==> src/rtl/apb_master_ctrl.sv <==
// APB initiator: accepts single read/write commands, decodes one of four slave
// windows, runs SETUP/ENABLE (no PREADY) and returns one in-order response per command.
module apb_master_ctrl #(
  parameter int                    ADDR_WIDTH    = 32,
  parameter int                    DATA_WIDTH    = 32,
  parameter logic [ADDR_WIDTH-1:0] SLV_BASE      = 32'h8000_0000,
  parameter int                    SLV_SPAN_LOG2 = 26
) (
  input  logic                  clock,
  input  logic                  reset,
  input  logic                  cmd_valid,
  output logic                  cmd_ready,
  input  logic                  cmd_write,
  input  logic [ADDR_WIDTH-1:0] cmd_addr,
  input  logic [DATA_WIDTH-1:0] cmd_wdata,
  output logic                  rsp_valid,
  output logic                  rsp_write,
  output logic                  rsp_err,
  output logic [DATA_WIDTH-1:0] rsp_rdata,
  output logic                  Penable,
  output logic                  Pwrite,
  output logic [3:0]            Pselx,
  output logic [ADDR_WIDTH-1:0] Paddr,
  output logic [DATA_WIDTH-1:0] Pwdata,
  input  logic [DATA_WIDTH-1:0] Prdata
);

  localparam int TAG_LO = SLV_SPAN_LOG2 + 2;

  typedef enum logic [1:0] {IDLE, SETUP, ENABLE, ERR} state_e;

  state_e                state_q, state_d;
  logic                  penable_q, penable_d;
  logic                  pwrite_q, pwrite_d;
  logic [3:0]            psel_q, psel_d;
  logic [ADDR_WIDTH-1:0] paddr_q, paddr_d;
  logic [DATA_WIDTH-1:0] pwdata_q, pwdata_d;
  logic                  err_write_q, err_write_d;
  logic                  rsp_valid_q, rsp_valid_d;
  logic                  rsp_write_q, rsp_write_d;
  logic                  rsp_err_q, rsp_err_d;
  logic [DATA_WIDTH-1:0] rsp_rdata_q, rsp_rdata_d;

  logic       accept;
  logic       hit;
  logic [1:0] idx;

  assign cmd_ready = (state_q != SETUP);
  assign accept    = cmd_valid & cmd_ready;
  assign hit       = (cmd_addr[ADDR_WIDTH-1:TAG_LO] == SLV_BASE[ADDR_WIDTH-1:TAG_LO]);
  assign idx       = cmd_addr[SLV_SPAN_LOG2+1:SLV_SPAN_LOG2];

  always_comb begin
    state_d     = state_q;
    pwrite_d    = pwrite_q;
    psel_d      = psel_q;
    paddr_d     = paddr_q;
    pwdata_d    = pwdata_q;
    err_write_d = err_write_q;
    case (state_q)
      SETUP: state_d = ENABLE;
      default: begin
        if (accept && hit) begin
          state_d  = SETUP;
          psel_d   = 4'b0001 << idx;
          paddr_d  = cmd_addr;
          pwrite_d = cmd_write;
          pwdata_d = cmd_wdata;
        end else if (accept) begin
          // miss: APB address/data registers keep their last values
          state_d     = ERR;
          psel_d      = 4'b0000;
          err_write_d = cmd_write;
        end else begin
          state_d = IDLE;
          psel_d  = 4'b0000;
        end
      end
    endcase
    penable_d = (state_d == ENABLE);

    rsp_valid_d = (state_q == ENABLE) || (state_q == ERR);
    rsp_err_d   = (state_q == ERR);
    rsp_write_d = 1'b0;
    rsp_rdata_d = '0;
    if (state_q == ENABLE) begin
      rsp_write_d = pwrite_q;
      if (!pwrite_q) rsp_rdata_d = Prdata;
    end else if (state_q == ERR) begin
      rsp_write_d = err_write_q;
    end
  end

  always_ff @(posedge clock or posedge reset) begin
    if (reset) begin
      state_q     <= IDLE;
      penable_q   <= 1'b0;
      pwrite_q    <= 1'b0;
      psel_q      <= 4'b0000;
      paddr_q     <= '0;
      pwdata_q    <= '0;
      err_write_q <= 1'b0;
      rsp_valid_q <= 1'b0;
      rsp_write_q <= 1'b0;
      rsp_err_q   <= 1'b0;
      rsp_rdata_q <= '0;
    end else begin
      state_q     <= state_d;
      penable_q   <= penable_d;
      pwrite_q    <= pwrite_d;
      psel_q      <= psel_d;
      paddr_q     <= paddr_d;
      pwdata_q    <= pwdata_d;
      err_write_q <= err_write_d;
      rsp_valid_q <= rsp_valid_d;
      rsp_write_q <= rsp_write_d;
      rsp_err_q   <= rsp_err_d;
      rsp_rdata_q <= rsp_rdata_d;
    end
  end

  assign Penable   = penable_q;
  assign Pwrite    = pwrite_q;
  assign Pselx     = psel_q;
  assign Paddr     = paddr_q;
  assign Pwdata    = pwdata_q;
  assign rsp_valid = rsp_valid_q;
  assign rsp_write = rsp_write_q;
  assign rsp_err   = rsp_err_q;
  assign rsp_rdata = rsp_rdata_q;

endmodule

==> config.mk <==
export PLATFORM = sky130hd
export DESIGN_NAME = apb_master_ctrl
export DESIGN_NICKNAME = d
export VERILOG_FILES = /design/src/rtl/apb_master_ctrl.sv
export SDC_FILE = /design/constraint.sdc
export NUM_CORES = 1
export LEC_CHECK = 0
export CORE_MARGIN = 5
export CORE_UTILIZATION = 40
export DETAILED_ROUTE_END_ITERATION = 12
export PLACE_DENSITY = 0.8
export SYNTH_ARGS = -nofsm -noshare
export SYNTH_HDL_FRONTEND = slang
export SYNTH_SLANG_ARGS = --single-unit
==> constraint.sdc <==
create_clock -name clock -period 3.6 [get_ports clock]
set_input_delay 0.36 -clock clock [delete_from_list [all_inputs] [get_ports clock]]
set_output_delay 0.36 -clock clock [all_outputs]
set_load 0.03 [all_outputs]
# Word level (Yosys, flattened, before mapping)
# Index checks and enable logic that the tools add are counted.
[word_totals]
wordCells = 33
regBits = 108
[classes]
mux = 8
n_shift = 1
reduce_logical = 4
n_eq_ne = 6
bitwise = 3
[ops]
columns = ["op", "n"]
rows = [
  ["2-to-1 mux 32 bit", 2],
  ["equality test 2 bit, second input constant", 3],
  ["2-to-1 mux 2 bit", 3],
  ["equality test 4 bit, second input constant", 1],
  ["2-to-1 mux 4 bit", 1],
  ["left shift 1 x 2 -> 4 bit, first input constant", 1],
  ["AND reduction 3 bit", 1],
  ["equality test 2 x 1 -> 1 bit, second input constant", 1],
  ["2-to-1 mux 1 bit", 2],
  ["!= test 2 x 1 -> 1 bit, second input constant", 1],
  ["inverter 1 bit", 2],
  ["AND reduction 2 bit", 1],
  ["bitwise AND 1 bit", 1],
  ["logical AND 1 bit", 1],
  ["logical OR 1 bit", 1],
]

# Logic depth before layout (Yosys ltp)
# Gate-level depths: netlist of run 1.
[logic_depth]
word_depth = 6
depth_mapped = 5
mapped_depth_nobuf = 4

# Least setup slack after synthesis of run 1
# OpenSTA, ideal clock, no wires.
[synth_timing]
path_type = "register -> register"
from = "register state_q[1]"
to = "register paddr_q[10] (netlist: Paddr[10])"
period_less_slack_ns = 1.680
setup_slack_ns = 1.920
required_ns = 3.475
arrival_time_ns = 1.555
path_stages_with_launch = 6
setup_time_ns = 0.125
n_path_buf = 2
cell_sequence = "dfrtp_1 -> nand2b_1 -> nand3_1 -> buf_6 -> buf_6 -> mux2_4"
[synth_between]
elab_chain_len = 4
[synth_rtl]
columns = ["element", "line_no", "text"]
rows = [
  ["from (decl)", "32", "state_e state_q, state_d;"],
  ["from (signal assigned)", "108", "state_q <= state_d;"],
  ["!= test 2 x 1 -> 1 bit", "48", "assign cmd_ready = (state_q != SETUP);"],
  ["net cmd_ready", "12", "output logic cmd_ready,"],
  ["bitwise AND 1 bit", "49", "assign accept = cmd_valid & cmd_ready;"],
  ["logical AND 1 bit", "63", "if (accept && hit) begin"],
  ["AND reduction 2 bit (no line)", "-", ""],
  ["to (signal assigned)", "112", "paddr_q <= paddr_d;"],
  ["to (decl)", "36", "logic [ADDR_WIDTH-1:0] paddr_q, paddr_d;"],
]
# The timed path passes the listed nets, and every way through them passes these cells.
# A chain may end at the register's enable or synchronous reset.

# Final worst setup path of run 1
[layout_timing]
from = "register state_q[1]"
to = "output port cmd_ready"
[layout_between]
elab_chain_len = 1
[layout_rtl]
columns = ["element", "line_no"]
rows = [
  ["!= test 2 x 1 -> 1 bit", "48"],
  ["to (decl)", "12"],
]
# Every way passes these cells.

==> results of run 1 <==
[per-stage QoR]
| stage | utilization | power (W) |
|---|---|---|
| finish | 0.6567 | 0.003613 |
| global route | 0.6567 | 0.003783 |
| CTS | 0.6567 | 0.003662 |
| detailed placement | 0.6348 | 0.002863 |
| global placement | 0.6348 | 0.002828 |
| floorplan | - | 0.002243 |
[worst paths after layout]
check,startpoint,to,depth (start not counted),slack (ps)
worst max-delay path,state_q[1],cmd_ready,2,1400
worst min-delay path,state_q[1],rsp_valid,0,440
worst max register to register,state_q[1],Paddr[1],4,1790
worst min register to register,state_q[1],rsp_valid,0,440
max in group asynchronous,reset,Pwdata[21],3,2280
min in group asynchronous,reset,Paddr[12],2,480
[layout make-up]
cell class	instances	area (um2)
Sequential cell	108	2703
Timing Repair Buffer	209	2095
Tap cell	133	166.4
Multi-Input combinational cell	119	1252
Clock buffer	11	141.4
Clock inverter	4	73.82
Inverter	4	17.52
Fill cell	768	3371
[cell usage in the layout, fill, tap and decap left out, drive strengths merged]
cell / instances
nand2: 7
nor4b: 1
mux2i: 1
nand2b: 2
clkbuf: 11
clkinv: 3
dfrtp: 108
bufinv: 2
clkdlybuf4s50: 205
or4b: 1
buf: 4
and2: 37
o41ai: 4
mux2: 62
inv: 3
nor2b: 1
nand3: 2
nor3b: 1
[logic make-up (layout without fill, tap and decap cells)]
kind of cell           after synthesis  in the layout  share of synthesized area
buffers and inverters               15            228                    0.02539
flip-flops                         108            108                     0.6689
multiplexers                        63             63                     0.2180
AO/OA/AOI/OAI                        4              4                   0.008671
AND/OR/NAND/NOR                     52             52                    0.07897
[sequential cells by signal, indices dropped and copies added (netlist names), 2 cells and up]
name and cells:
Pwdata 32, Paddr 32, state_q 2, Pselx 4, rsp_rdata 32
[power by group]
| part | switching (W) | internal (W) | total, W |
|---|---|---|---|
| combinational | 0.000640 | 0.000653 | 0.00129 |
| sequential | 0.000112 | 0.00142 | 0.00153 |
| clock | 0.000381 | 0.000408 | 0.000789 |
| total | 0.00113 | 0.00248 | 0.00361 |
[routing by layer]
metal | track usage | part of all wire | vias up
li1 | - | - | 1224
met1 | 0.1799 | 0.38 | 1307
met2 | 0.2880 | 0.50 | 132
met3 | 0.08370 | 0.10 | 17
met4 | 0.05419 | 0.018 | 0
met5 | 0 | 0 | -
==> flow_summary.ini, run 1 <==
[clock_tree]
post_cts_buffers = 0
cts_resized = 0
root_buffer = clkbuf_8
clkLatencyLatePin_ps = 350
clk_pin_slew_ps = 90
clk_path_buf_depth = 2
cts.sinks = 108
hold_buffers = 0
cts_tree = yes
ctsHtreeMaxLevel = 3
cts_buffers = 9

[route]
ant_nets = 0
drt_iter0_drc = 72
vias = 2680
drc = 0
dr.pass1.iters = 4
wl_mm = 10.20
routed_via_density = 4.558
routedWlPerCell_um = 17.35

[timing]
max_slew_margin = 0.5267
tightest_slew_ps = 709.9
fmax_mhz = 454.2
fin_skew_ps = 5.676
fin_crit_sh = 0.6116
finalHoldViolCount = 0
fin_tns_setup_ps = 0
min_period_ps = 2202
setup_viol = 0
setup_ws_ps = 1398
maxSlewViolCount = 0
holdWs_ps = 438.8
rsz0062_at_grt = no

[logic_synthesis]
ys_types = 18
synth_most_common_cell = dfrtp_1
synth.net_count = 342
yosys_warnings = 0
synth_ff_type = dfrtp_1
synth-async-reset-ratio = 1.000
netlist_area_um2 = 4040
netlist_instances = 242
synth_common_cells = dfrtp_1, mux2_4, and2_1
synth_area_leaders = dfrtp_1, mux2_4, and2_1, mux2_2, buf_6
syn_area_per_cell_um2 = 16.69
synth_top_area_cell = dfrtp_1
synth_edf_count = 0
netlist.area_leader.share = 0.6689
ys_ff_latch = 108
ys_seq_area_frac = 0.6689

[critical_path]
path_class = flip-flop to output pin
arrival_ps = 1840
crit_path_max_fanout = 6
required_ps = 3240
critPathLaunchType = flip-flop
crit_buf_inv = 1
cp_top_family = buffers and inverters
crit_path_cell_trace = nand2b_1 > clkdlybuf4s50_1
end_kind = output pin
slowest_delay_ps = 760
crit_slowest_cell = clkdlybuf4s50_1

[global_route]
antenna_found_initial = 0
grt_pass1_wl_mm = 16.25
grt-ovfl-total = 0
grt_start_max_net_pins = 66
grt_usage = 0.1677
grt_pass1_vias = 3078

[pwr]
p_leak_nw = 2.969
peakVddDrop_uv = 368.5
cellPowerDensity_nw_per_um2 = 560.2

[die]
initial_utilization = 0.4114
die_area_um2 = 12210
rows = 36
die_x_um = 110.5
io_pins = 206
coreArea_um2 = 9819
die_h_um = 110.5

[status]
status = finished clean

[worst_hold_path]
hp-class = flip-flop to flip-flop

[place]
dp_hpwl_mm = 7.874
placed_cell_area_um2 = 6233
port_buffers = 205
place_inst = 573
post-place-ws_ps = 1430
gp_congestion = 0.7632

[layout]
final_cells = 588
final_nets = 551
antennaDiodeCount = 0
design_area_um2 = 6449
syn_to_final_growth_pct = 59.62
drive_gt1_frac = 0.1868

[run]
maxCapViolCount = 0
Power figures use the tool's default switching activity.
==> run 2, diff against run 1 <==
- clock period: 3.6 -> 2.1 ns (I/O delays scaled with it)
==> flow_summary.ini, run 2 (synthesized netlist as in run 1, its figures left out) <==
[timing]
max_slew_margin = 0.5611
tightest_slew_ps = 658.4
min_period_ps = 1763
maxSlewViolCount = 0
setup_ws_ps = 337.3
fmax_mhz = 567.3
setup_viol = 0
holdWs_ps = 257.3
fin_crit_sh = 0.8394
fin_tns_setup_ps = 0
finalHoldViolCount = 0
fin_skew_ps = 4.131
rsz0062_at_grt = no

[worst_hold_path]
hp-class = primary input to async pin

[layout]
nFillCells = 770
syn_to_final_growth_pct = 60.70
drive_gt1_frac = 0.1926
layout_commonest_cell = clkdlybuf4s50_1
antennaDiodeCount = 0
layout_common_cells = clkdlybuf4s50_1, dfrtp_1, mux2_4, and2_1, mux2_2
utilization = 0.6612
final_nets = 552

[place]
dp_hpwl_mm = 7.625
gp_congestion = 0.7730
port_buffers = 205
post-place-ws_ps = 105.1

[global_route]
grt_pass1_wl_mm = 16.56
grt_usage = 0.1737
grt_start_max_net_pins = 56
grt_pass1_vias = 3054
grt-ovfl-total = 0
antenna_found_initial = 0

[clock_tree]
ctsHtreeMaxLevel = 3
clkLatencyLatePin_ps = 380
cts_resized = 1
cts.sinks = 108
hold_buffers = 0
clk_pin_slew_ps = 90
post_cts_buffers = 0
cts_tree = yes
clk_path_buf_depth = 2
root_buffer = clkbuf_8
cts_buffers = 9

[critical_path]
reg2regPathDepth = 4
slowest_delay_ps = 460
required_ps = 1890
critical_path_depth = 2
arrival_ps = 1550
crit_path_max_fanout = 6
end_kind = output pin
path_class = flip-flop to output pin
crit_path_cell_trace = nand2b_1 > dlygate4sd2_1
cp_top_family = buffers and inverters
crit_slowest_cell = dlygate4sd2_1
crit_buf_inv = 1
critPathLaunchType = flip-flop

[pwr]
peakVddDrop_uv = 704.5
power.total_w = 0.006320
cellPowerDensity_nw_per_um2 = 973.4
p_leak_nw = 2.978

[route]
ant_nets = 0
vias = 2694
routed_via_density = 4.566
drt_iter0_drc = 103
drc = 0
wl_mm = 10.08
routedWlPerCell_um = 17.08
dr.pass1.iters = 4

[die]
io_pins = 206
coreArea_um2 = 9819
die_h_um = 110.5
die_area_um2 = 12210
die_x_um = 110.5
rows = 36
initial_utilization = 0.4114

[status]
status = finished clean

[run]
maxCapViolCount = 0
[run 2: cell types whose count changed in the layout (fill, tap and decap cells not counted)]
cell / delta
buf_12: +1
bufinv_16: +1
clkbuf_1: -1
clkbuf_8: -1
clkdlybuf4s50_1: -1
clkinv_2: +1
clkinv_4: -1
clkinvlp_4: +3
dlygate4sd2_1: +1
inv_4: -1
[run 2: metal layers]
layer / track usage / wire length, um
met1: 0.1962 / 3904
met4: 0.05337 / 163
met5: 0 / 0
met3: 0.09956 / 1087
met2: 0.2791 / 4920
[run 2: final cells by class]
cell class,count,area (um2),share of cell area
flip-flops and latches,108,2703,0.4163
repair buffers,210,2113,0.3255
multi-input cells,119,1252,0.1929
well taps,133,166.4,0.02563
clock buffers,9,123.9,0.01908
clock inverters,7,115.1,0.01773
inverters,4,18.77,0.002891
[run 2: worst paths after layout]
check | start | end | slack [ps]
hold reg to reg | state_q[1] | rsp_valid | 440
setup / recovery | state_q[1] | cmd_ready | 340
hold / removal | reset | Paddr[30] | 260
min in group clock | Prdata[22] | rsp_rdata[22] | 380
setup reg to reg | state_q[1] | Pwdata[27] | 390
max in group asynchronous | reset | Pwdata[21] | 1240
[run 2: power by group]
group / switching (W) / internal [W] / total (W) / leakage (nW)
Sequential: 0.000190 / 0.00243 / 0.00262 / 1.38
Clock: 0.000698 / 0.000787 / 0.00148 / 0.115
Combinational: 0.00109 / 0.00112 / 0.00221 / 1.49
[run 2: worst register-to-register path: stages, from the launching register on]
cell      delay [ps]
dfrtp_1          420
nand2b_1         300
nand3_4          160
buf_4            340
mux2_2           390
[run 2: through the flow]
step	area, um2	cells
floorplan	4044	242
global placement	6255	574
detailed placement	6255	574
CTS	6492	590
global route	6492	590
finish	6492	590
==> run 3, diff against run 2 <==
- CORE_UTILIZATION: 40 -> 36
- PLACE_DENSITY: 0.8 -> 0.76
- clock period: 2.1 -> 1.42 ns (I/O delays scaled with it)
==> flow_summary.ini, run 3 (synthesized netlist as in run 1, its figures left out) <==
[critical_path]
crit_path_max_fanout = 12
critPathLaunchType = flip-flop
end_kind = flip-flop
required_ps = 1630
arrival_ps = 1590
reg2regPathDepth = 5
path_class = flip-flop to flip-flop

[pwr]
switching_power_w = 0.002964
cellPowerDensity_nw_per_um2 = 1434
p_leak_nw = 3.513
internal-power_w = 0.006699
combPwrFrac = 0.308
switching_share = 0.3068
clock_power_share = 0.291
peakVddDrop_uv = 802.4
power.total_w = 0.009663
share_seq_of_total_power = 0.401

[layout]
drive_gt1_frac = 0.2246
final_cells = 612
layout_common_cells = dfrtp_1, dlygate4sd2_1, clkdlybuf4s50_1, mux2_4, and2_1
final_nets = 568
antennaDiodeCount = 0
utilization = 0.6164
syn_to_final_growth_pct = 66.83
design_area_um2 = 6740

[die]
initial_utilization = 0.3695
coreArea_um2 = 10940
die_x_um = 115.9
die_area_um2 = 13440
rows = 38
die_h_um = 115.9
io_pins = 206

[clock_tree]
cts_buffers = 9
root_buffer = clkbuf_16
ctsHtreeMaxLevel = 3
clkLatencyLatePin_ps = 330
clk_path_buf_depth = 2
clk_pin_slew_ps = 70
cts_tree = yes
hold_buffers = 0
cts.sinks = 108

[timing]
maxSlewViolCount = 0
fin_crit_sh = 0.9654
min_period_ps = 1371
max_slew_margin = 0.7257
fin_skew_ps = 5.216
fmax_mhz = 729.5
setup_viol = 0
finalHoldViolCount = 0
holdWs_ps = 282.3
tightest_slew_ps = 411.5

[global_route]
grt-ovfl-total = 0
met3_usage = 0.06841
grt_pass1_wl_mm = 16.17
antenna_found_initial = 0
use_met2 = 0.2459
grt_pass1_vias = 3075
grt.busiest_layer = met2
grt_start_max_net_pins = 79
use_met1 = 0.1908
grt_usage = 0.1554

[place]
gp_congestion = 0.7228
dp_hpwl_mm = 7.875
placed_cell_area_um2 = 6359
port_buffers = 205
place_inst = 588

[route]
wl_mm = 10.62
drc = 0
drt_iter0_drc = 94
dr.pass1.iters = 3
vias = 2698
routed_via_density = 4.408
ant_nets = 0
routedWlPerCell_um = 17.35

[worst_hold_path]
hp-class = primary input to async pin

[status]
status = finished clean

[run]
maxCapViolCount = 0
## run 3: changes by cell type in the layout (fill, tap and decap cells not counted), sizes merged
cell / delta
clkdlybuf4s50: -109
dlygate4sd2: +107
buf: +15
clkbuf: +3
clkinvlp: -2
clkdlybuf4s15: +1
## run 3: area by class of cell
| cell class | instances | area (um2) |
|---|---|---|
| Tap cell | 140 | 175.2 |
| Inverter | 4 | 18.77 |
| Clock inverter | 5 | 100.1 |
| Timing Repair Buffer | 226 | 2218 |
| Sequential cell | 108 | 2703 |
| Clock buffer | 10 | 239.0 |
| Fill cell | 861 | 4195 |
| Multi-Input combinational cell | 119 | 1286 |
## run 3: power groups by stage
stage	Combinational [W]	Sequential, W	Clock (W)
2_1_floorplan	0.000730	0.00496	0
3_3_place_gp	0.00330	0.00392	0
3_5_place_dp	0.00335	0.00394	0
4_1_cts	0.00301	0.00388	0.00290
5_1_grt	0.00312	0.00394	0.00303
6_report	0.00298	0.00387	0.00282
## run 3: worst paths after layout
path | from | endpoint | slack (ps)
hold reg to reg | Pselx[1] | Pselx[1] | 480
max in group asynchronous | reset | Paddr[25] | 820
setup reg to reg | state_q[1] | Pwdata[9] | 50
hold / removal | reset | Pwdata[21] | 280
min in group clock | cmd_addr[29] | state_q[1] | 320
setup / recovery | state_q[1] | Pwdata[9] | 50
## run 3: routing by layer
| metal | share of wire | wire (um) |
|---|---|---|
| met1 | 0.40 | 4200 |
| met2 | 0.48 | 5064 |
| met3 | 0.12 | 1222 |
| met4 | 0.013 | 134 |
| met5 | 0 | 0 |
## run 3: what timing repair did
item | 4_1_cts | 5_1_grt
buffers inserted | 1 | 5
cloned | 1 | 2
gates resized for setup | 118 | 3
pin swaps | 0 | 1
endpoints found under the setup margin | 155 | 46
## run 3: stage by stage
stage / worst slack [ps] / TNS (ps)
after floorplan: -23.50 / -2538
after global placement: -441.2 / -24940
after detailed placement: -454.3 / -25530
after CTS: -3.373 / -5.285
after global routing: -5.046 / -7.159
final: 49.20 / 0
## run 3: critical path, stage by stage, from the launching register on
cell      delay (ps)
dfrtp_1          380
nand2b_4         150
nand3_4          120
buf_4            130
buf_12           150
mux2_4           320
